$ cat src/rtl/mult16.sv
// mult16: sequential 16x16 shift-and-add multiplier, low 16 bits of product; MULT16_EARLY_EXIT_EN ends RUN once the remaining multiplier bits are zero
module mult16 (
  input  logic        clk,
  input  logic        reset,
  input  logic        start,
  input  logic [15:0] a,
  input  logic [15:0] b,
  output logic        ready,
  output logic        done,
  output logic [15:0] out
);
  typedef enum logic [1:0] {IDLE, RUN, DONE} state_t;
  state_t state;
  logic [15:0] mcand, mplier, acc, sum;
  logic [3:0] count;
  logic last;
  assign sum = acc + (mcand & {16{mplier[0]}});
`ifdef MULT16_EARLY_EXIT_EN
  assign last = count == 4'd15 || mplier[15:1] == 15'd0;
`else
  assign last = count == 4'd15;
`endif
  always_ff @(posedge clk or posedge reset) begin
    if (reset) begin
      state  <= IDLE;
      mcand  <= '0;
      mplier <= '0;
      acc    <= '0;
      count  <= '0;
      out    <= '0;
      ready  <= 1'b1;
      done   <= 1'b0;
    end else if (state == RUN) begin
      acc    <= sum;
      mcand  <= mcand << 1;
      mplier <= mplier >> 1;
      count  <= count + 4'd1;
      if (last) begin
        out   <= sum;
        state <= DONE;
        ready <= 1'b1;
        done  <= 1'b1;
      end
    end else if (start) begin
      mcand  <= a;
      mplier <= b;
      acc    <= '0;
      count  <= '0;
      state  <= RUN;
      ready  <= 1'b0;
      done   <= 1'b0;
    end else begin
      state <= IDLE;
      done  <= 1'b0;
    end
  end
endmodule

$ cat config.mk
export PLATFORM = sky130hd
export DESIGN_NAME = mult16
export DESIGN_NICKNAME = d
export VERILOG_FILES = /design/src/rtl/mult16.sv
export SDC_FILE = /design/constraint.sdc
export NUM_CORES = 1
export LEC_CHECK = 0
export ABC_AREA = 1
export BUFFER_PORTS_ARGS = -buffer_cell sky130_fd_sc_hd__buf_2
export CAP_MARGIN = 20
export CELL_PAD_IN_SITES_DETAIL_PLACEMENT = 1
export CELL_PAD_IN_SITES_GLOBAL_PLACEMENT = 1
export CORE_MARGIN = 2
export CORE_UTILIZATION = 35
export DETAILED_ROUTE_END_ITERATION = 8
export PLACE_DENSITY = 0.74
export SLEW_MARGIN = 10
export SYNTH_ARGS = -nofsm -noshare
export SYNTH_HDL_FRONTEND = slang
export SYNTH_SLANG_ARGS = --single-unit
$ cat constraint.sdc
create_clock -name clk -period 5.96 [get_ports clk]
set_clock_uncertainty 0.2 [all_clocks]
set_input_delay 0.298 -clock clk [delete_from_list [all_inputs] [get_ports clk]]
set_output_delay 0.298 -clock clk [all_outputs]
set_load 0.01 [all_outputs]
==> flow_summary.yaml, run 1 <==
floorplan:
  floorplan.die.height_um: 110.4
  die_width_um: 110.4
  placementRows: 38
  ios: 53
  core_area_mm2: 0.01094
  die-area_mm2: 0.01218
  floorplan.initialDensity: 0.3620
timing:
  final_min_period_over_clock_period: 0.4025
  report.final.setup_viol: 0
  rsz0062_at_grt: "no"
  slew-limit-headroom: 0.3899
  final.min_clock_period_ns: 2.399
  timing.final.hold_violations: 0
  worst_slew_pin_slew_ns: 0.9152
  timing.hold.ws_ns: 0.02910
  timing_max_transition_violations_final: 0
  fin_setup_tns_ns: 0
  max_freq_ghz: 0.4169
clock_tree:
  cts-root-to-sink-buffers: 2
  cts_inserted_buffers: 9
  cts_tree: "built"
  post_cts.resized_instances: 0
  cts.reportedPaths.clkPinSlew_ns: 0.06
  worst_skew_pair.late_latency_ns: 0.34
  h-tree-depth: 3
  sinks_on_the_clock_net: 71
  root_buffer: "sky130_fd_sc_hd__clkbuf_16"
  post_cts_buffers: 0
cells_and_area:
  antenna-diode-count: 0
  post_layout_nonfiller_instances: 738
  sequential_cell_area_mm2: 0.001778
  finalNetCount: 646
  area.growth.synth_to_final_pct: 23.29
  fillCellCount: 1353
  area_of_combinational_cells_with_multiple_inputs_mm2: 0.001809
  drive_gt1_frac: 0.1555
route:
  detailedRoute.firstPassIterationCount: 4
  post_drt_wl_per_cell_um: 14.64
  vias_per_cell: 4.799
  totalWireLength_um: 10800
  drt-initial-drc-count: 91
  drtAntennaViolNets: 0
  drt_drc_violations_left: 0
  vias: 3542
logic_synthesis:
  synth_compound_gate_area_share: 0.06416
  netlist_area_mm2: 0.003959
  combinational_family_with_the_most_area_after_synthesis: "simple AND/OR/NAND/NOR gates"
  synth_warnings: 0
  synth.area.mux_share: 0
  mappedNetlistNets: 567
  synth.lib_cells_used.distinct: 36
  postSynthAreaPerCell_um2: 7.687
  yosys.area.top_type_share: 0.4425
  yosysSeqAreaShare: 0.4491
  synth_xor_area_frac: 0.01327
  synth_simple_gate_area_share: 0.3240
  yosys.area.top_type: "sky130_fd_sc_hd__dfrtp_1"
  netlist_top_cells_area: "sky130_fd_sc_hd__dfrtp_1 44%, sky130_fd_sc_hd__nand2_1 21%, sky130_fd_sc_hd__inv_1 5.9%"
  yosys_reg_bits: 71
  syn-instance-count: 515
  synth-adder-area-share: 0.05563
global_route:
  first_global_vias: 3883
  grt_start_max_net_pins: 72
  grt_pass1_wl_um: 18560
  antenna_violations_before_repair: 0
  global_route.overflow_total: 0
  grt_use_total: 0.2006
place:
  placement.io_buffers: 52
  globalplace.congestion: 0.8141
  hpwl_after_detailed_placement_um: 7179
  placed_cells: 692
run_status:
  outcome: "finished, final reports clean"
setup_path:
  regToRegSetupSlack_ns: 3.56
  worstSetupEndpointType: "register"
  crit_type: "reg2reg"
  critical_path_launch_point_type: "register"
  rr_startpoint: "mplier[0]"
  path_max_fanout: 17
  arrival_ns: 2.43
  ff2ff_path_depth: 11
  regToRegEndpoint: "acc[6]"
  timing.critical_path.required_ns: 5.99
pwr:
  p_clk_frac: 0.222
  cellPowerDensity_mw_per_mm2: 464.9
  internal-power_uw: 1327
  p_comb_frac: 0.415
  swShare: 0.4151
  p_leak_uw: 0.002690
  power_frac_seq: 0.363
  power.switching_uw: 941.8
  max-vdd-ir-drop_mv: 0.1922
worst_hold_path:
  worst_hold_path_type: "in2async"
run:
  drv_cap: 0
[per-stage QoR]
stage	worst slack, ns	cell area [µm²]	power, µW	util
floorplan	3.667	3959	1506	-
global placement	3.628	4297	1716	0.3929
detailed placement	3.535	4297	1770	0.3929
CTS	3.523	4881	2296	0.4463
global route	3.320	4881	2479	0.4463
finish	3.561	4881	2269	0.4463
[worst max-delay path by stage]
stage	from	to	slack, ns	depth (start not counted)
CTS	mplier[0]	acc[6]	3.52	11
floorplan	reset	acc[0]	3.67	1
finish	mplier[0]	acc[6]	3.56	11
global route	mplier[0]	acc[6]	3.32	11
global placement	mplier[0]	acc[6]	3.63	11
detailed placement	mplier[0]	acc[6]	3.53	11
[final cells by class]
class,count,area share
inverters,71,0.05460
clock inverters,5,0.007178
well taps,140,0.03589
clock buffers,10,0.04896
multi-input cells,357,0.3707
flip-flops and latches,71,0.3643
repair buffers,84,0.1184
[worst max-delay path, stage by stage, from the launching register on]
cell,delay [ns]
sky130_fd_sc_hd__dfrtp_1,0.55
sky130_fd_sc_hd__nand2_1,0.13
sky130_fd_sc_hd__inv_1,0.05
sky130_fd_sc_hd__ha_1,0.20
sky130_fd_sc_hd__fa_1,0.40
sky130_fd_sc_hd__nand2_1,0.09
sky130_fd_sc_hd__nand2_1,0.08
sky130_fd_sc_hd__nand3b_1,0.09
sky130_fd_sc_hd__nand2_1,0.11
sky130_fd_sc_hd__or2_1,0.24
sky130_fd_sc_hd__nand3_1,0.07
sky130_fd_sc_hd__nand2_1,0.06
[synthesized netlist by cell type (all sizes together)]
library cell,instances
dfrtp,70
o22ai,1
a22o,5
or2,5
a32o,1
clkbuf,2
nand3,43
xnor2,3
buf,14
nor2,14
ha,16
o21ai,3
and2,1
nand2,228
o211ai,7
fa,1
inv,71
nor3,4
nand3b,4
xor2,3
dfstp,1
nand4,1
o221ai,8
a21oi,9
[timing repair]
| action | in CTS | in global routing |
|---|---|---|
| hold buffers | 31 | 0 |
| endpoints found under the setup margin | 0 | 0 |
| endpoints found under the hold margin | 31 | 0 |
[state kept, by name, indices dropped and copies added, names as in the netlist]
signal / cells
count: 4
out: 16
state: 2
acc: 16
mcand: 16
ready: 1
mplier: 16
[power by group through the flow]
| stage | combinational (µW) | clock, µW | sequential (µW) |
|---|---|---|---|
| after detailed placement | 940 | 0 | 830 |
| after floorplan | 689 | 0 | 817 |
| after global routing | 1090 | 532 | 855 |
| final | 942 | 504 | 823 |
| after CTS | 956 | 514 | 826 |
| after global placement | 893 | 0 | 823 |
[logic make-up after synthesis]
logic type                 after synthesis
AOI/OAI and AO/OA                       34
xor gates and xnor gates                 6
adders and majority gates               17
buffers and inverters                   87
DFF                                     71
and+or+nand+nor                        300
[routing by layer]
| metal | up-vias | routed length [µm] | track usage |
|---|---|---|---|
| met3 | 12 | 331 | 0.04703 |
| met1 | 1712 | 5030 | 0.2519 |
| met2 | 53 | 5249 | 0.3401 |
| met5 | - | 0 | 0 |
| li1 | 1765 | - | - |
| met4 | 0 | 189 | 0.06607 |
[placed cells by master (no fill, tap or decap), drive strengths merged]
master       synthesis  layout
or2                  5       5
inv                 71      71
nand2              228     228
nand3b               4       4
o22ai                1       1
clkinvlp             0       1
nand3               43      43
fa                   1       1
xnor2                3       3
buf                 14      53
ha                  16      16
nor2                14      14
o211ai               7       7
nor3                 4       4
o221ai               8       8
xor2                 3       3
clkbuf               2      10
dlygate4sd3          0      31
a32o                 1       1
a21oi                9       9
and2                 1       1
dfrtp               70      70
clkinv               0       4
o21ai                3       3
nand4                1       1
dfstp                1       1
a22o                 5       5
Power figures use the tool's default switching activity.
==> run 2, diff against run 1 <==
--- a/config.mk
+++ b/config.mk
@@ -5,7 +5,7 @@
 export SDC_FILE = /design/constraint.sdc
 export NUM_CORES = 1
 export LEC_CHECK = 0
-export ABC_AREA = 1
+export ABC_AREA = 0
 export BUFFER_PORTS_ARGS = -buffer_cell sky130_fd_sc_hd__buf_2
 export CAP_MARGIN = 20
 export CELL_PAD_IN_SITES_DETAIL_PLACEMENT = 1
==> constraint.sdc (replaced) <==
create_clock -name clk -period 2 [get_ports clk]
set_clock_uncertainty 0.2 [all_clocks]
set_input_delay 0.1 -clock clk [delete_from_list [all_inputs] [get_ports clk]]
set_output_delay 0.1 -clock clk [all_outputs]
set_load 0.01 [all_outputs]
==> flow_summary.yaml, run 2 <==
run_status:
  outcome: "finished, violations left"
  failed_checks: "negative setup slack"
logic_synthesis:
  synth_warnings: 0
  yosys.area.top_type: "sky130_fd_sc_hd__dfrtp_1"
  yosysSeqAreaShare: 0.4738
  async_flop_share: 1.000
  mappedNetlistNets: 437
  postSynthAreaPerCell_um2: 9.746
  combinational_family_with_the_most_area_after_synthesis: "simple AND/OR/NAND/NOR gates"
  synth_simple_gate_area_share: 0.1777
  synth-edff-count: 0
  synth_xor_area_frac: 0.03034
  synth.lib_cells_used.distinct: 45
  synth.area.mux_share: 0.08803
  post-synth-top-count-cell: "sky130_fd_sc_hd__nand2_1"
  synth_flop_cell: "sky130_fd_sc_hd__dfrtp_1"
  synth-adder-area-share: 0.05869
  netlist_top_cells_area: "sky130_fd_sc_hd__dfrtp_1 47%, sky130_fd_sc_hd__mux2i_1 8.8%, sky130_fd_sc_hd__nand2_1 8.2%"
  syn-instance-count: 385
  netlist_top_cells_count: "82 x sky130_fd_sc_hd__nand2_1, 70 x sky130_fd_sc_hd__dfrtp_1, 47 x sky130_fd_sc_hd__o21ai_0"
  yosys_reg_bits: 71
  synth_compound_gate_area_share: 0.1444
  netlist_area_mm2: 0.003752
  yosys.area.top_type_share: 0.4668
floorplan:
  floorplan.die.height_um: 107.5
  die-area_mm2: 0.01156
  ios: 53
  floorplan.initialDensity: 0.3618
  die_width_um: 107.5
  core_area_mm2: 0.01037
  placementRows: 37
global_route:
  first_global_vias: 3751
  antenna_violations_before_repair: 0
  grt_pass1_wl_um: 18450
  grt_start_max_net_pins: 76
  global_route.overflow_total: 0
  grt_use_total: 0.2051
timing:
  final.min_clock_period_ns: 2.740
  rsz0062_at_grt: "yes"
  slew-limit-headroom: 0.6999
  worst_slew_pin_slew_ns: 0.4502
  timing.hold.ws_ns: 0.1745
  report.final.setup_viol: 24
  timing.final.hold_violations: 0
  post-route-worst-setup-slack_ns: -0.7397
  max_freq_ghz: 0.3650
  final_min_period_over_clock_period: 1.370
  timing_max_transition_violations_final: 0
cells_and_area:
  sequential_cell_area_mm2: 0.001778
  postLayoutCellArea_mm2: 0.005409
  finalNetCount: 574
  antenna-diode-count: 0
  fillCellCount: 1183
  drive_gt1_frac: 0.3188
  area.growth.synth_to_final_pct: 44.15
  final_core_utilization: 0.5216
  most_frequent_cells_in_the_layout: "81 x sky130_fd_sc_hd__nand2_1, 70 x sky130_fd_sc_hd__dfrtp_1, 54 x sky130_fd_sc_hd__buf_4"
  area_of_combinational_cells_with_multiple_inputs_mm2: 0.002145
  post_layout_nonfiller_instances: 663
  most_frequent_standard_cell_in_the_layout_excluding_fill_and_tap_cells: "sky130_fd_sc_hd__nand2_1"
route:
  vias: 3349
  drtAntennaViolNets: 0
  drt_drc_violations_left: 0
  drt-initial-drc-count: 67
  totalWireLength_um: 11250
  vias_per_cell: 5.051
  detailedRoute.firstPassIterationCount: 4
  post_drt_wl_per_cell_um: 16.96
clock_tree:
  cts-root-to-sink-buffers: 2
  worst_skew_pair.late_latency_ns: 0.35
  cts_inserted_buffers: 9
  root_buffer: "sky130_fd_sc_hd__clkbuf_8"
  h-tree-depth: 3
  sinks_on_the_clock_net: 71
  cts_tree: "built"
  cts.reportedPaths.clkPinSlew_ns: 0.08
pwr:
  cellPowerDensity_mw_per_mm2: 1235
  max-vdd-ir-drop_mv: 0.6954
  p_leak_uw: 0.002666
place:
  setup_ws_pre_cts_ns: -0.5668
  placement.io_buffers: 52
  placed_cells: 604
  globalplace.congestion: 0.8296
  hpwl_after_detailed_placement_um: 7139
  postPlaceCellArea_mm2: 0.004627
setup_path:
  critical_path_launch_point_type: "register"
  crit_type: "reg2reg"
  worstSetupEndpointType: "register"
  arrival_ns: 2.77
  path_max_fanout: 5
  timing.critical_path.required_ns: 2.03
worst_hold_path:
  worst_hold_path_type: "in2async"
run:
  drv_cap: 0
run 2: cell types whose count changed after synthesis, moves of 7 or more:
cell and change:
sky130_fd_sc_hd__a21o_1 +8, sky130_fd_sc_hd__and2_1 +17, sky130_fd_sc_hd__buf_2 -9, sky130_fd_sc_hd__clkbuf_1 +16, sky130_fd_sc_hd__inv_1 -60, sky130_fd_sc_hd__inv_2 -9, sky130_fd_sc_hd__mux2i_1 +33, sky130_fd_sc_hd__nand2_1 -141
sky130_fd_sc_hd__nand3_1 -40, sky130_fd_sc_hd__nand3b_1 +13, sky130_fd_sc_hd__o211ai_1 -7, sky130_fd_sc_hd__o21ai_0 +45, sky130_fd_sc_hd__o221ai_1 -8
run 2: layout make-up:
class / instances / share of cell area
Multi-Input combinational cell: 290 / 0.3965
Sequential cell: 71 / 0.3287
Timing Repair Buffer: 147 / 0.2054
Tap cell: 136 / 0.03146
Clock buffer: 12 / 0.02683
Clock inverter: 4 / 0.008328
Inverter: 3 / 0.002776
run 2: final timing paths:
check / start / end / slack (ns) / depth (start not counted)
max in group asynchronous: reset / ready / 1.03 / 4
setup reg to reg: mplier[0] / out[14] / -0.74 / 9
hold reg to reg: out[8] / out[8] / 0.27 / 2
setup / recovery: mplier[0] / out[14] / -0.74 / 9
min in group clk: out[8] / out[8] / 0.27 / 2
hold / removal: reset / mplier[13] / 0.17 / 4
run 2: kinds of logic after synthesis:
logic type,count (synthesis)
adders and majority gates,17
muxes,33
and+or+nand+nor,139
xor gates and xnor gates,13
DFF,71
AOI/OAI and AO/OA,88
buffers and inverters,24
run 2: critical path, stage by stage (launching register included):
cell	delay, ns
sky130_fd_sc_hd__dfrtp_1	0.41
sky130_fd_sc_hd__and2_4	0.18
sky130_fd_sc_hd__ha_4	0.16
sky130_fd_sc_hd__fa_2	0.37
sky130_fd_sc_hd__a21o_1	0.21
sky130_fd_sc_hd__a221oi_4	0.37
sky130_fd_sc_hd__nor4_2	0.12
sky130_fd_sc_hd__o22ai_1	0.21
sky130_fd_sc_hd__xor2_1	0.29
sky130_fd_sc_hd__o21ai_1	0.11
run 2: per-layer routing:
layer	track usage	vias to the layer above	part of all wire
li1	-	1609	-
met1	0.2588	1660	0.45
met2	0.3558	63	0.50
met3	0.03450	17	0.028
met4	0.06685	0	0.019
met5	0	-	0
run 2: repair_timing:
item,in CTS,in global routing
endpoints found under the setup margin,24,26
hold buffers,34,0
endpoints found under the hold margin,104,0
setup buffers,5,5
resized for setup,10,26
pin swaps,13,28
run 2: power breakdown:
| group | switching [µW] | leakage (µW) | internal, µW |
|---|---|---|---|
| Combinational | 1680 | 0.00166 | 1400 |
| Clock | 551 | 0.000100 | 606 |
| Sequential | 399 | 0.000907 | 2040 |
| Total | 2630 | 0.00267 | 4050 |
run 2: through the flow:
step / power [µW] / TNS (ns)
after floorplan: 3998 / -6.935
after global placement: 5044 / -8.633
after detailed placement: 5229 / -9.868
after CTS: 6561 / -11.58
after global routing: 7237 / -15.39
final: 6681 / -12.74
==> run 3, diff against run 2 <==
--- a/config.mk
+++ b/config.mk
@@ -11,9 +11,9 @@
 export CELL_PAD_IN_SITES_DETAIL_PLACEMENT = 1
 export CELL_PAD_IN_SITES_GLOBAL_PLACEMENT = 1
 export CORE_MARGIN = 2
-export CORE_UTILIZATION = 35
+export CORE_UTILIZATION = 37
 export DETAILED_ROUTE_END_ITERATION = 8
-export PLACE_DENSITY = 0.74
+export PLACE_DENSITY = 0.77
 export SLEW_MARGIN = 10
 export SYNTH_ARGS = -nofsm -noshare
 export SYNTH_HDL_FRONTEND = slang
==> flow_summary.yaml, run 3 (synthesized netlist as in run 2, its figures left out) <==
route:
  post_drt_wl_per_cell_um: 17.40
  vias_per_cell: 5.145
  drtAntennaViolNets: 0
  drt-initial-drc-count: 72
  vias: 3396
  totalWireLength_um: 11480
  drt_drc_violations_left: 0
  detailedRoute.firstPassIterationCount: 4
timing:
  timing_max_transition_violations_final: 0
  final.min_clock_period_ns: 2.712
  timing.hold.ws_ns: 0.08864
  final_min_period_over_clock_period: 1.356
  report.final.setup_viol: 24
  rsz0062_at_grt: "yes"
  slew-limit-headroom: 0.7009
  worst_slew_pin_slew_ns: 0.4471
  post-route-worst-setup-slack_ns: -0.7118
  timing.final.hold_violations: 0
  max_freq_ghz: 0.3688
floorplan:
  placementRows: 36
  core_area_mm2: 0.009819
  die-area_mm2: 0.01096
  floorplan.die.height_um: 104.7
  die_width_um: 104.7
  floorplan.initialDensity: 0.3821
  ios: 53
global_route:
  antenna_violations_before_repair: 0
  global_route.overflow_total: 0
  grt_pass1_wl_um: 18400
  first_global_vias: 3735
  grt_use_total: 0.2098
  grt_start_max_net_pins: 76
cells_and_area:
  sequential_cell_area_mm2: 0.001778
  area_of_combinational_cells_with_multiple_inputs_mm2: 0.002176
  area.growth.synth_to_final_pct: 45.65
  final_core_utilization: 0.5566
  most_frequent_cells_in_the_layout: "79 x sky130_fd_sc_hd__nand2_1, 70 x sky130_fd_sc_hd__dfrtp_1, 55 x sky130_fd_sc_hd__buf_4"
  antenna-diode-count: 0
  most_frequent_standard_cell_in_the_layout_excluding_fill_and_tap_cells: "sky130_fd_sc_hd__nand2_1"
  fillCellCount: 1118
  finalNetCount: 574
  drive_gt1_frac: 0.3378
  postLayoutCellArea_mm2: 0.005465
place:
  setup_ws_pre_cts_ns: -0.5874
  hpwl_after_detailed_placement_um: 7131
  placement.io_buffers: 52
  globalplace.congestion: 0.8811
  postPlaceCellArea_mm2: 0.004616
clock_tree:
  root_buffer: "sky130_fd_sc_hd__clkbuf_8"
  sinks_on_the_clock_net: 71
  cts_tree: "built"
  worst_skew_pair.late_latency_ns: 0.35
  cts-root-to-sink-buffers: 2
  h-tree-depth: 3
  cts_inserted_buffers: 9
  cts.reportedPaths.clkPinSlew_ns: 0.08
run_status:
  outcome: "finished, violations left"
  failed_checks: "negative setup slack"
setup_path:
  timing.critical_path.required_ns: 2.03
  path_max_fanout: 5
  timing.critical_path.cells: "and2_4, ha_4, fa_2, a21o_1, a221oi_4, buf_4, nor4_2, o22ai_1, xor2_1, o21ai_1"
  critical_path.slowest_cell: "sky130_fd_sc_hd__dfrtp_1"
  cp_top_delay_family: "compound AO/OA/AOI/OAI gates"
  worstPathBufferInverterCount: 1
  arrival_ns: 2.74
  critical_path_launch_point_type: "register"
  crit_type: "reg2reg"
  slowest_delay_ns: 0.42
  worstSetupEndpointType: "register"
run:
  drv_cap: 0
pwr:
  p_leak_uw: 0.002692
  cellPowerDensity_mw_per_mm2: 1260
  max-vdd-ir-drop_mv: 0.5083
  power_total_uw: 6884
worst_hold_path:
  worst_hold_path_type: "in2reg"
run 3: cell types whose count changed in the layout (fill, tap and decap cells not counted), sizes merged:
cell,delta
buf,+1
clkinv,+1
clkbuf,-2
bufinv,+1
dlygate4sd3,-1
run 3: worst paths after layout:
kind | start | end | slack (ns) | depth (start not counted)
worst min-delay path | start | mcand[0] | 0.09 | 3
min in group asynchronous | reset | mplier[11] | 0.21 | 4
worst min register to register | ready | ready | 0.26 | 2
max in group asynchronous | reset | ready | 1.05 | 4
worst max register to register | mplier[0] | out[14] | -0.71 | 10
worst max-delay path | mplier[0] | out[14] | -0.71 | 10
run 3: layout make-up:
cell class                      instances  share of cell area
Tap cell                              133             0.03045
Inverter                                3            0.002747
Clock buffer                           10             0.02518
Clock inverter                          6             0.01534
Timing Repair Buffer                  147              0.2028
Sequential cell                        71              0.3253
Multi-Input combinational cell        290              0.3981
run 3: repair_timing:
item | 4_1_cts | 5_1_grt
endpoints found under the hold margin | 103 | 0
buffers inserted | 6 | 6
gates resized for setup | 23 | 18
pin swaps | 14 | 28
endpoints found under the setup margin | 24 | 27
hold buffers | 33 | 0
cloned | 0 | 0
run 3: layer usage:
layer  global-route usage  wire (µm)  vias to the layer above
met5                    0          0                        -
met4              0.08190        308                        0
met3              0.03306        369                       25
met2               0.3623       5758                       80
met1               0.2634       5048                     1678
li1                     -          -                     1613
run 3: worst reg2reg max path: stages, from the launching register on:
cell and delay (ns):
sky130_fd_sc_hd__dfrtp_1 0.42, sky130_fd_sc_hd__and2_4 0.16, sky130_fd_sc_hd__ha_4 0.16, sky130_fd_sc_hd__fa_2 0.35, sky130_fd_sc_hd__a21o_1 0.21, sky130_fd_sc_hd__a221oi_4 0.38
sky130_fd_sc_hd__buf_4 0.18, sky130_fd_sc_hd__nor4_2 0.04, sky130_fd_sc_hd__o22ai_1 0.17, sky130_fd_sc_hd__xor2_1 0.24, sky130_fd_sc_hd__o21ai_1 0.08
run 3: per-stage QoR:
stage / cells / setup TNS (ns)
2_1_floorplan: 385 / -6.935
5_1_grt: 660 / -14.45
6_report: 660 / -12.32
3_5_place_dp: 600 / -10.12
4_1_cts: 655 / -10.69
3_3_place_gp: 600 / -8.352
run 3: power breakdown:
part / switching, µW / internal [µW] / total (µW)
Combinational: 1720 / 1420 / 3130
Sequential: 419 / 2040 / 2460
Clock: 558 / 732 / 1290
